$ cat config.mk
export PLATFORM = sky130hd
export DESIGN_NAME = pc_sequencer_flat
export DESIGN_NICKNAME = d
export VERILOG_FILES = /design/src/rtl/pc_seq_if.sv /design/src/rtl/pc_sequencer.sv /design/src/flat_wrapper.sv
export SDC_FILE = /design/constraint.sdc
export NUM_CORES = 1
export LEC_CHECK = 0
export ABC_CLOCK_PERIOD_IN_PS = 6390
export CELL_PAD_IN_SITES_DETAIL_PLACEMENT = 0
export CELL_PAD_IN_SITES_GLOBAL_PLACEMENT = 1
export CORE_MARGIN = 4
export CORE_UTILIZATION = 37
export DETAILED_ROUTE_END_ITERATION = 10
export GPL_TIMING_DRIVEN = 0
export PLACE_DENSITY_LB_ADDON = 0.1
export SLEW_MARGIN = 5
export SYNTH_ARGS = -nofsm -noshare
export SYNTH_HDL_FRONTEND = slang
export SYNTH_SLANG_ARGS = --single-unit
export TNS_END_PERCENT = 10
$ cat constraint.sdc
create_clock -name clk -period 6.39 [get_ports clk]
set_input_delay 0.639 -clock clk [delete_from_list [all_inputs] [get_ports clk]]
set_output_delay 0.639 -clock clk [all_outputs]
set_load 0.03 [all_outputs]
$ cat src/rtl/pc_seq_if.sv
// Core/shifter-facing bundle for pc_sequencer.
// The slave modport is the sequencer's view; the master modport is the core and jump-target-shifter view.
interface pc_seq_if;
    logic        step;
    logic        is_j;
    logic        is_jr;
    logic        is_b;
    logic        b_taken;
    logic [25:0] jidx;
    logic [15:0] boff;
    logic [31:0] jr_tgt;
    logic [25:0] shft_in;
    logic [27:0] shft_out;
    logic [31:0] pc;
    logic        busy;
    logic        redirect;

    modport slave (
        input  step, is_j, is_jr, is_b, b_taken, jidx, boff, jr_tgt, shft_out,
        output shft_in, pc, busy, redirect
    );

    modport master (
        output step, is_j, is_jr, is_b, b_taken, jidx, boff, jr_tgt, shft_out,
        input  shft_in, pc, busy, redirect
    );
endinterface

$ cat src/rtl/pc_sequencer.sv
// Program-counter controller: sequential steps, branches, JR, and J via an external 1-cycle shifter.
// Define PC_SEQ_DELAY_SLOT_EN to defer control-flow targets by one step (MIPS branch delay slot).
module pc_sequencer #(
    parameter logic [31:0] RESET_PC = 32'h0000_0000
) (
    input logic     clk,
    input logic     rst_n,
    pc_seq_if.slave bus
);
    typedef enum logic [1:0] {
        RUN    = 2'd0,
        JISSUE = 2'd1,
        JWAIT  = 2'd2
    } state_e;

    state_e             state_q, state_d;
    logic        [31:0] pc_q, pc_d;
    logic        [31:0] pc4_q, pc4_d;
    logic        [25:0] shft_in_q, shft_in_d;
    logic               redirect_q, redirect_d;

    logic        [31:0] pc_plus4;
    logic signed [31:0] br_off;
    logic        [31:0] br_tgt;
    logic        [31:0] jr_dest;
    logic        [31:0] j_dest;
    logic               accept;
    logic               ctl_ok;
    logic               req_jr;
    logic               req_j;
    logic               req_b;

`ifdef PC_SEQ_DELAY_SLOT_EN
    logic        [31:0] pend_q, pend_d;
    logic               pend_vld_q, pend_vld_d;
    logic               slot_step;
`endif

    // Request decode: only RUN accepts a step, priority JR > J > B.
    always_comb begin
        pc_plus4 = pc_q + 32'd4;
        br_off   = {{14{bus.boff[15]}}, bus.boff, 2'b00};
        br_tgt   = pc_plus4 + $unsigned(br_off);
        jr_dest  = bus.jr_tgt & 32'hFFFF_FFFC;
        j_dest   = (pc4_q & 32'hF000_0000) | {4'h0, bus.shft_out};
        accept   = bus.step && (state_q == RUN);
`ifdef PC_SEQ_DELAY_SLOT_EN
        slot_step = accept && pend_vld_q;
        ctl_ok    = !pend_vld_q;
`else
        ctl_ok    = 1'b1;
`endif
        req_jr = accept && ctl_ok && bus.is_jr;
        req_j  = accept && ctl_ok && bus.is_j && !bus.is_jr;
        req_b  = accept && ctl_ok && bus.is_b && bus.b_taken && !bus.is_j && !bus.is_jr;
    end

    always_ff @(posedge clk or negedge rst_n) begin
        if (!rst_n) begin
            state_q    <= RUN;
            pc_q       <= RESET_PC;
            pc4_q      <= 32'd0;
            shft_in_q  <= 26'd0;
            redirect_q <= 1'b0;
`ifdef PC_SEQ_DELAY_SLOT_EN
            pend_q     <= 32'd0;
            pend_vld_q <= 1'b0;
`endif
        end else begin
            state_q    <= state_d;
            pc_q       <= pc_d;
            pc4_q      <= pc4_d;
            shft_in_q  <= shft_in_d;
            redirect_q <= redirect_d;
`ifdef PC_SEQ_DELAY_SLOT_EN
            pend_q     <= pend_d;
            pend_vld_q <= pend_vld_d;
`endif
        end
    end

    always_comb begin
        state_d = state_q;
        case (state_q)
            RUN:     if (req_j) state_d = JISSUE;
            JISSUE:  state_d = JWAIT;
            JWAIT:   state_d = RUN;
            default: state_d = RUN;
        endcase
    end

    always_comb begin
        pc_d       = pc_q;
        pc4_d      = pc4_q;
        shft_in_d  = shft_in_q;
        redirect_d = 1'b0;
        if (req_j) begin
            pc4_d     = pc_plus4;
            shft_in_d = bus.jidx;
        end
`ifdef PC_SEQ_DELAY_SLOT_EN
        pend_d     = pend_q;
        pend_vld_d = pend_vld_q;
        // Control targets park in pend_q while the delay-slot instruction executes.
        if (slot_step) begin
            pc_d       = pend_q;
            pend_vld_d = 1'b0;
            redirect_d = 1'b1;
        end else if (req_jr) begin
            pc_d       = pc_plus4;
            pend_d     = jr_dest;
            pend_vld_d = 1'b1;
        end else if (req_b) begin
            pc_d       = pc_plus4;
            pend_d     = br_tgt;
            pend_vld_d = 1'b1;
        end else if (accept && !req_j) begin
            pc_d = pc_plus4;
        end
        if (state_q == JWAIT) begin
            pc_d       = pc4_q;
            pend_d     = j_dest;
            pend_vld_d = 1'b1;
        end
`else
        if (req_jr) begin
            pc_d       = jr_dest;
            redirect_d = 1'b1;
        end else if (req_b) begin
            pc_d       = br_tgt;
            redirect_d = 1'b1;
        end else if (accept && !req_j) begin
            pc_d = pc_plus4;
        end
        if (state_q == JWAIT) begin
            pc_d       = j_dest;
            redirect_d = 1'b1;
        end
`endif
    end

    assign bus.pc       = pc_q;
    assign bus.shft_in  = shft_in_q;
    assign bus.redirect = redirect_q;
    assign bus.busy     = (state_q != RUN);
endmodule

$ cat src/flat_wrapper.sv
// flat-port wrapper written by rule: the top's interface ports become plain ports
module pc_sequencer_flat 
#(
    parameter logic [31:0] RESET_PC = 32'h0000_0000
)
  (clk, rst_n, bus_step, bus_is_j, bus_is_jr, bus_is_b, bus_b_taken, bus_jidx, bus_boff, bus_jr_tgt, bus_shft_out, bus_shft_in, bus_pc, bus_busy, bus_redirect);
  pc_seq_if bus_i ();
  input logic clk;
  input logic rst_n;
  input wire logic [$bits(bus_i.step)-1:0] bus_step;
  input wire logic [$bits(bus_i.is_j)-1:0] bus_is_j;
  input wire logic [$bits(bus_i.is_jr)-1:0] bus_is_jr;
  input wire logic [$bits(bus_i.is_b)-1:0] bus_is_b;
  input wire logic [$bits(bus_i.b_taken)-1:0] bus_b_taken;
  input wire logic [$bits(bus_i.jidx)-1:0] bus_jidx;
  input wire logic [$bits(bus_i.boff)-1:0] bus_boff;
  input wire logic [$bits(bus_i.jr_tgt)-1:0] bus_jr_tgt;
  input wire logic [$bits(bus_i.shft_out)-1:0] bus_shft_out;
  output wire logic [$bits(bus_i.shft_in)-1:0] bus_shft_in;
  output wire logic [$bits(bus_i.pc)-1:0] bus_pc;
  output wire logic [$bits(bus_i.busy)-1:0] bus_busy;
  output wire logic [$bits(bus_i.redirect)-1:0] bus_redirect;
  assign bus_i.step = bus_step;
  assign bus_i.is_j = bus_is_j;
  assign bus_i.is_jr = bus_is_jr;
  assign bus_i.is_b = bus_is_b;
  assign bus_i.b_taken = bus_b_taken;
  assign bus_i.jidx = bus_jidx;
  assign bus_i.boff = bus_boff;
  assign bus_i.jr_tgt = bus_jr_tgt;
  assign bus_i.shft_out = bus_shft_out;
  assign bus_shft_in = bus_i.shft_in;
  assign bus_pc = bus_i.pc;
  assign bus_busy = bus_i.busy;
  assign bus_redirect = bus_i.redirect;
  pc_sequencer #(.RESET_PC(RESET_PC)) u_core (.clk(clk), .rst_n(rst_n), .bus(bus_i));
endmodule
Word level (Yosys, flattened, before mapping):

Index checks and enable logic that the tools add are counted.

* memories: 0
* output and inout bits: 60
* register bits: 93
* memory bits (read-only): 0
* bits in latches: 0
* bits in writable memories: 0
* word-level logic and storage cells: 35
* bits of input ports: 109

* divide/modulo/power cells: 0
* reduce and logical (&&, ||, !) cells: 15
* add/subtract/negate cells: 2
* muxes and demuxes: 9
* $mul: 0
* magnitude comparators: 0
* equal/unequal tests: 3
* bitwise logic cells: 1
* shifts and indexed selects: 0

Operator list (count)
* $mux W32: 4
* $add A32 B3 Y32 const B: 1
* $add A32 B32 Y32: 1
* $or A32 B28 Y32: 1
* $logic_and A1 B1 Y1: 9
* $pmux W2 S2: 1
* $reduce_bool A4 Y1: 1
* $logic_not A1 Y1: 3
* $mux W1: 3
* $eq A2 B1 Y1 const B: 1
* $eq A2 B2 Y1 const B: 1
* $logic_not A2 Y1: 1
* $mux W2: 1
* $ne A2 B1 Y1 const B: 1
* $reduce_bool A2 Y1: 1

Longest topological paths before layout:

* depth in word-level cells: 10
* mapped depth: 16
* gate-level depth less buffers: 15

Least setup slack after synthesis:

No wires, ideal clock.

* path type: reg-to-reg
* from: register u_core.pc_q[12] (netlist: u_core.bus.pc[12])
* to: register u_core.pc_q[29] (netlist: u_core.bus.pc[29])
* library setup time: 0.137 ns
* clock period less this slack: 3.481 ns
* arrival time: 3.344 ns
* stages on the path, launching flop included: 16
* setup slack: 2.909 ns
* path buffers: 0
* cells stage by stage: dfrtp_1 and4_2 nand3_4 nor2_1 nand3_1 nor2_1 xor2_1 ha_1 a21o_1 a21o_1 a21o_1 a21o_1 a21o_1 a221oi_2 mux2i_1 a21oi_1

* cells in the longest elaborated chain, start to end: 5

RTL lines
* start: declaration: line pc_sequencer.sv:17 `logic [31:0] pc_q, pc_d;`
* start signal: assignment: line pc_sequencer.sv:71 `pc_q <= pc_d;`
* $add A32 B3 Y32 *: line pc_sequencer.sv:41 `pc_plus4 = pc_q + 32'd4;`
* $add A32 B32 Y32 / $mux W32 (equally long branches): line pc_sequencer.sv:43, pc_sequencer.sv:132
* $mux W32 *: line pc_sequencer.sv:129 `end else if (req_b) begin`
* $mux W32 *: line pc_sequencer.sv:126 `if (req_jr) begin`
* $mux W32 *: line pc_sequencer.sv:135 `if (state_q == JWAIT) begin`

Mark *: on every way between the ends. The rest lies on a longest branch, timed or not. The select of a mux whose other input is x is not followed.
A chain may end at the register's enable or synchronous reset.

Worst setup path after layout:

* from: register u_core.pc_q[4] (netlist: u_core.bus.pc[4])
* to: register u_core.pc_q[30] (netlist: u_core.bus.pc[30])

The elaborated chain is that of the path after synthesis.

==> flow_metrics.tcl <==
set metrics [dict create \
    power_density_nw_per_um2 332.9 \
    r2r-end "u_core.bus.pc[30]" \
    rr_startpoint "u_core.bus.pc[4]" \
    grt_max_degree 57 \
    fp.dieW_um 129.6 \
    synth_cell_types 71 \
    synth_top_area_frac 0.2971 \
    ir_worst_vdd_uv 207.8 \
    synth.most_common_cell "nand2_1" \
    placed_area_sq_um 7392 \
    die_h_um 129.6 \
    finalMaxSlewViolations 0 \
    dr.pass1.iters 5 \
    ys_seq_area_frac 0.2971 \
    diodes 0 \
    required_ps 6580 \
    finalHoldViolCount 0 \
    clockBufferDepth 2 \
    grt_pass1_wl_um 33210 \
    synth_common_cells "nand2_1, dfrtp_1, a21oi_1, nor2_1, ha_1" \
    yosys_warnings 0 \
    reg2reg_depth 15 \
    worstMarginPinSlew_ps 878.5 \
    r2r_setup_slack_ps 2430 \
    viasPerCell 5.642 \
    cap_violations 0 \
    syn_area_sq_um 5475 \
    setup_violations 0 \
    core_sq_um 14530 \
    grtUsageTotal 0.2581 \
    ant_nets 0 \
    grt_pass1_vias 5929 \
    yosys.area.top_type "dfrtp_1" \
    rows 44 \
    vias 6003 \
    cp-end-kind "flip-flop" \
    fin_hold_ws_ps 144.9 \
    period_needed_ps 3964 \
    io_buffers 166 \
    design_area_sq_um 7705 \
    cts_buffers 9 \
    final_nets 1022 \
    power_leakage_uw 0.003400 \
    min_period_over_period 0.6204 \
    syn-num-nets 844 \
    max-slew-margin-rel 0.4125 \
    post_cts_resized 0 \
    finClkSkew_ps 10.10 \
    drc 0 \
    die-area_sq_um 16810 \
    synth_cells 697 \
    crit_type "reg2reg" \
    syn_to_final_growth_pct 40.72 \
    drt-total-wl_um 22010 \
    critPathArrivalTime_ps 4160 \
    rsz0062_at_grt "false" \
    power.total_uw 2565 \
    yosys-top-cells-area "dfrtp_1, nand2_1, ha_1" \
    dp_hpwl_um 17100 \
    gr-total-overflow 0 \
    io_pins 169 \
    synth_ff_type "dfrtp_1" \
    fin_setup_tns_ps 0 \
    clk-insertion-delay-late_ps 340 \
    cp_max_fo 10 \
    async_reset_ff_frac 1.000 \
    cp-start-kind "flip-flop" \
    cts_sinks 65 \
    gp_congestion 0.8874 \
    post_cts_buffers 0 \
    clock.fmax_mhz 252.2 \
    avgRoutedWirePerCell_um 20.69 \
    first_iter_violations 382 \
    layoutNonFillerInstCount 1064 \
    ys_seq_elements 65 \
    hp-class "in2async" \
    htreeDepth 3 \
    fillCellCount 1430 \
    placed_cells 1048 \
    postSynthAreaPerCell_sq_um 7.855 \
    outcome "finished clean" \
    cts_tree "built" \
    root_buffer "clkbuf_16" \
    antenna_found_initial 0 \
    synth_edf_count 0 \
    clk_pin_slew_ps 60 \
    drive_gt1_frac 0.05114 \
    cts_hold_buf 0 \
    initial_core_util 0.3767 \
]
state kept, by name, summed over array words and instances, names as in the netlist:
signal / flops
u_core.bus.pc: 32
u_core.bus.redirect: 1
u_core.bus.shft_in: 26
u_core.pc4_q: 4
u_core.state_q: 2
per-stage QoR:
| step | setup WS (ps) | utilization |
|---|---|---|
| after floorplan | 2909 | - |
| after global placement | 2313 | 0.5069 |
| after detailed placement | 2392 | 0.5086 |
| after CTS | 2462 | 0.5301 |
| after global routing | 2063 | 0.5301 |
| final | 2426 | 0.5301 |
layout make-up:
class,count,area (sq um),area share
Tap cell,184,230.2,0.02988
Sequential cell,65,1627,0.2111
Inverter,14,52.55,0.006820
Clock inverter,5,80.08,0.01039
Timing Repair Buffer,167,1687,0.2189
Multi-Input combinational cell,581,3637,0.4721
Buffer,37,158.9,0.02062
Clock buffer,11,232.7,0.03020
metal layers:
layer  track usage  wire length [um]  up-vias
met4       0.08557               641        0
met1        0.3484              9553     2858
met5             0                 0        -
li1              -                 -     2860
met2        0.4195             10270      247
met3       0.04575              1549       38
cell families after synthesis:
logic type,after synthesis,share of synthesized area
xor+xnor,44,0.07176
simple gates,294,0.2463
flops,65,0.2971
compound gates,197,0.2432
fa+ha+maj,38,0.08821
buf+inv,51,0.03862
mux,8,0.01485
critical path, stage by stage, from the launching register on:
cell and delay (ps):
dfrtp_1 480, and4_1 250, buf_2 230, nand2_1 150, nor3_1 350, nand2_1 120
xnor2_1 170, ha_1 430, nand2_1 150, nor2_1 270, nand3_1 110, a21oi_1 250
o21ai_1 200, a2111oi_0 450, a41o_1 140, o21ai_1 80
power by group:
group | switching [uW] | internal, uW
Sequential | 125 | 507
Combinational | 809 | 588
Clock | 194 | 341
Total | 1130 | 1440
worst max-delay path by stage:
stage | from | endpoint | slack, ps
after global placement | rst_n | u_core.bus.pc[30] | 2310
after CTS | u_core.bus.pc[4] | u_core.bus.pc[30] | 2460
after detailed placement | bus_boff[15] | u_core.bus.pc[30] | 2390
final | u_core.bus.pc[4] | u_core.bus.pc[30] | 2430
after floorplan | u_core.bus.pc[12] | u_core.bus.pc[29] | 2910
after global routing | u_core.bus.pc[4] | u_core.bus.pc[30] | 2060
cells in the final DEF, fill, tap and decap left out, types with 8 or more instances in the layout:
cell type	synthesis	routed
o21ai_0	27	27
nor2_1	53	53
nand2_1	144	144
xnor2_1	30	30
and3_1	17	17
a31oi_1	11	11
a21oi_1	54	54
clkbuf_16	0	9
dfrtp_1	65	65
nand4_1	10	10
nor3_1	13	13
a21o_1	19	19
clkbuf_1	25	27
o211ai_1	16	16
ha_1	37	37
xor2_1	13	13
inv_1	13	13
clkdlybuf4s50_1	0	165
o22ai_1	8	8
nand3_1	26	26
No activity file was read; power rests on OpenSTA's default activity.
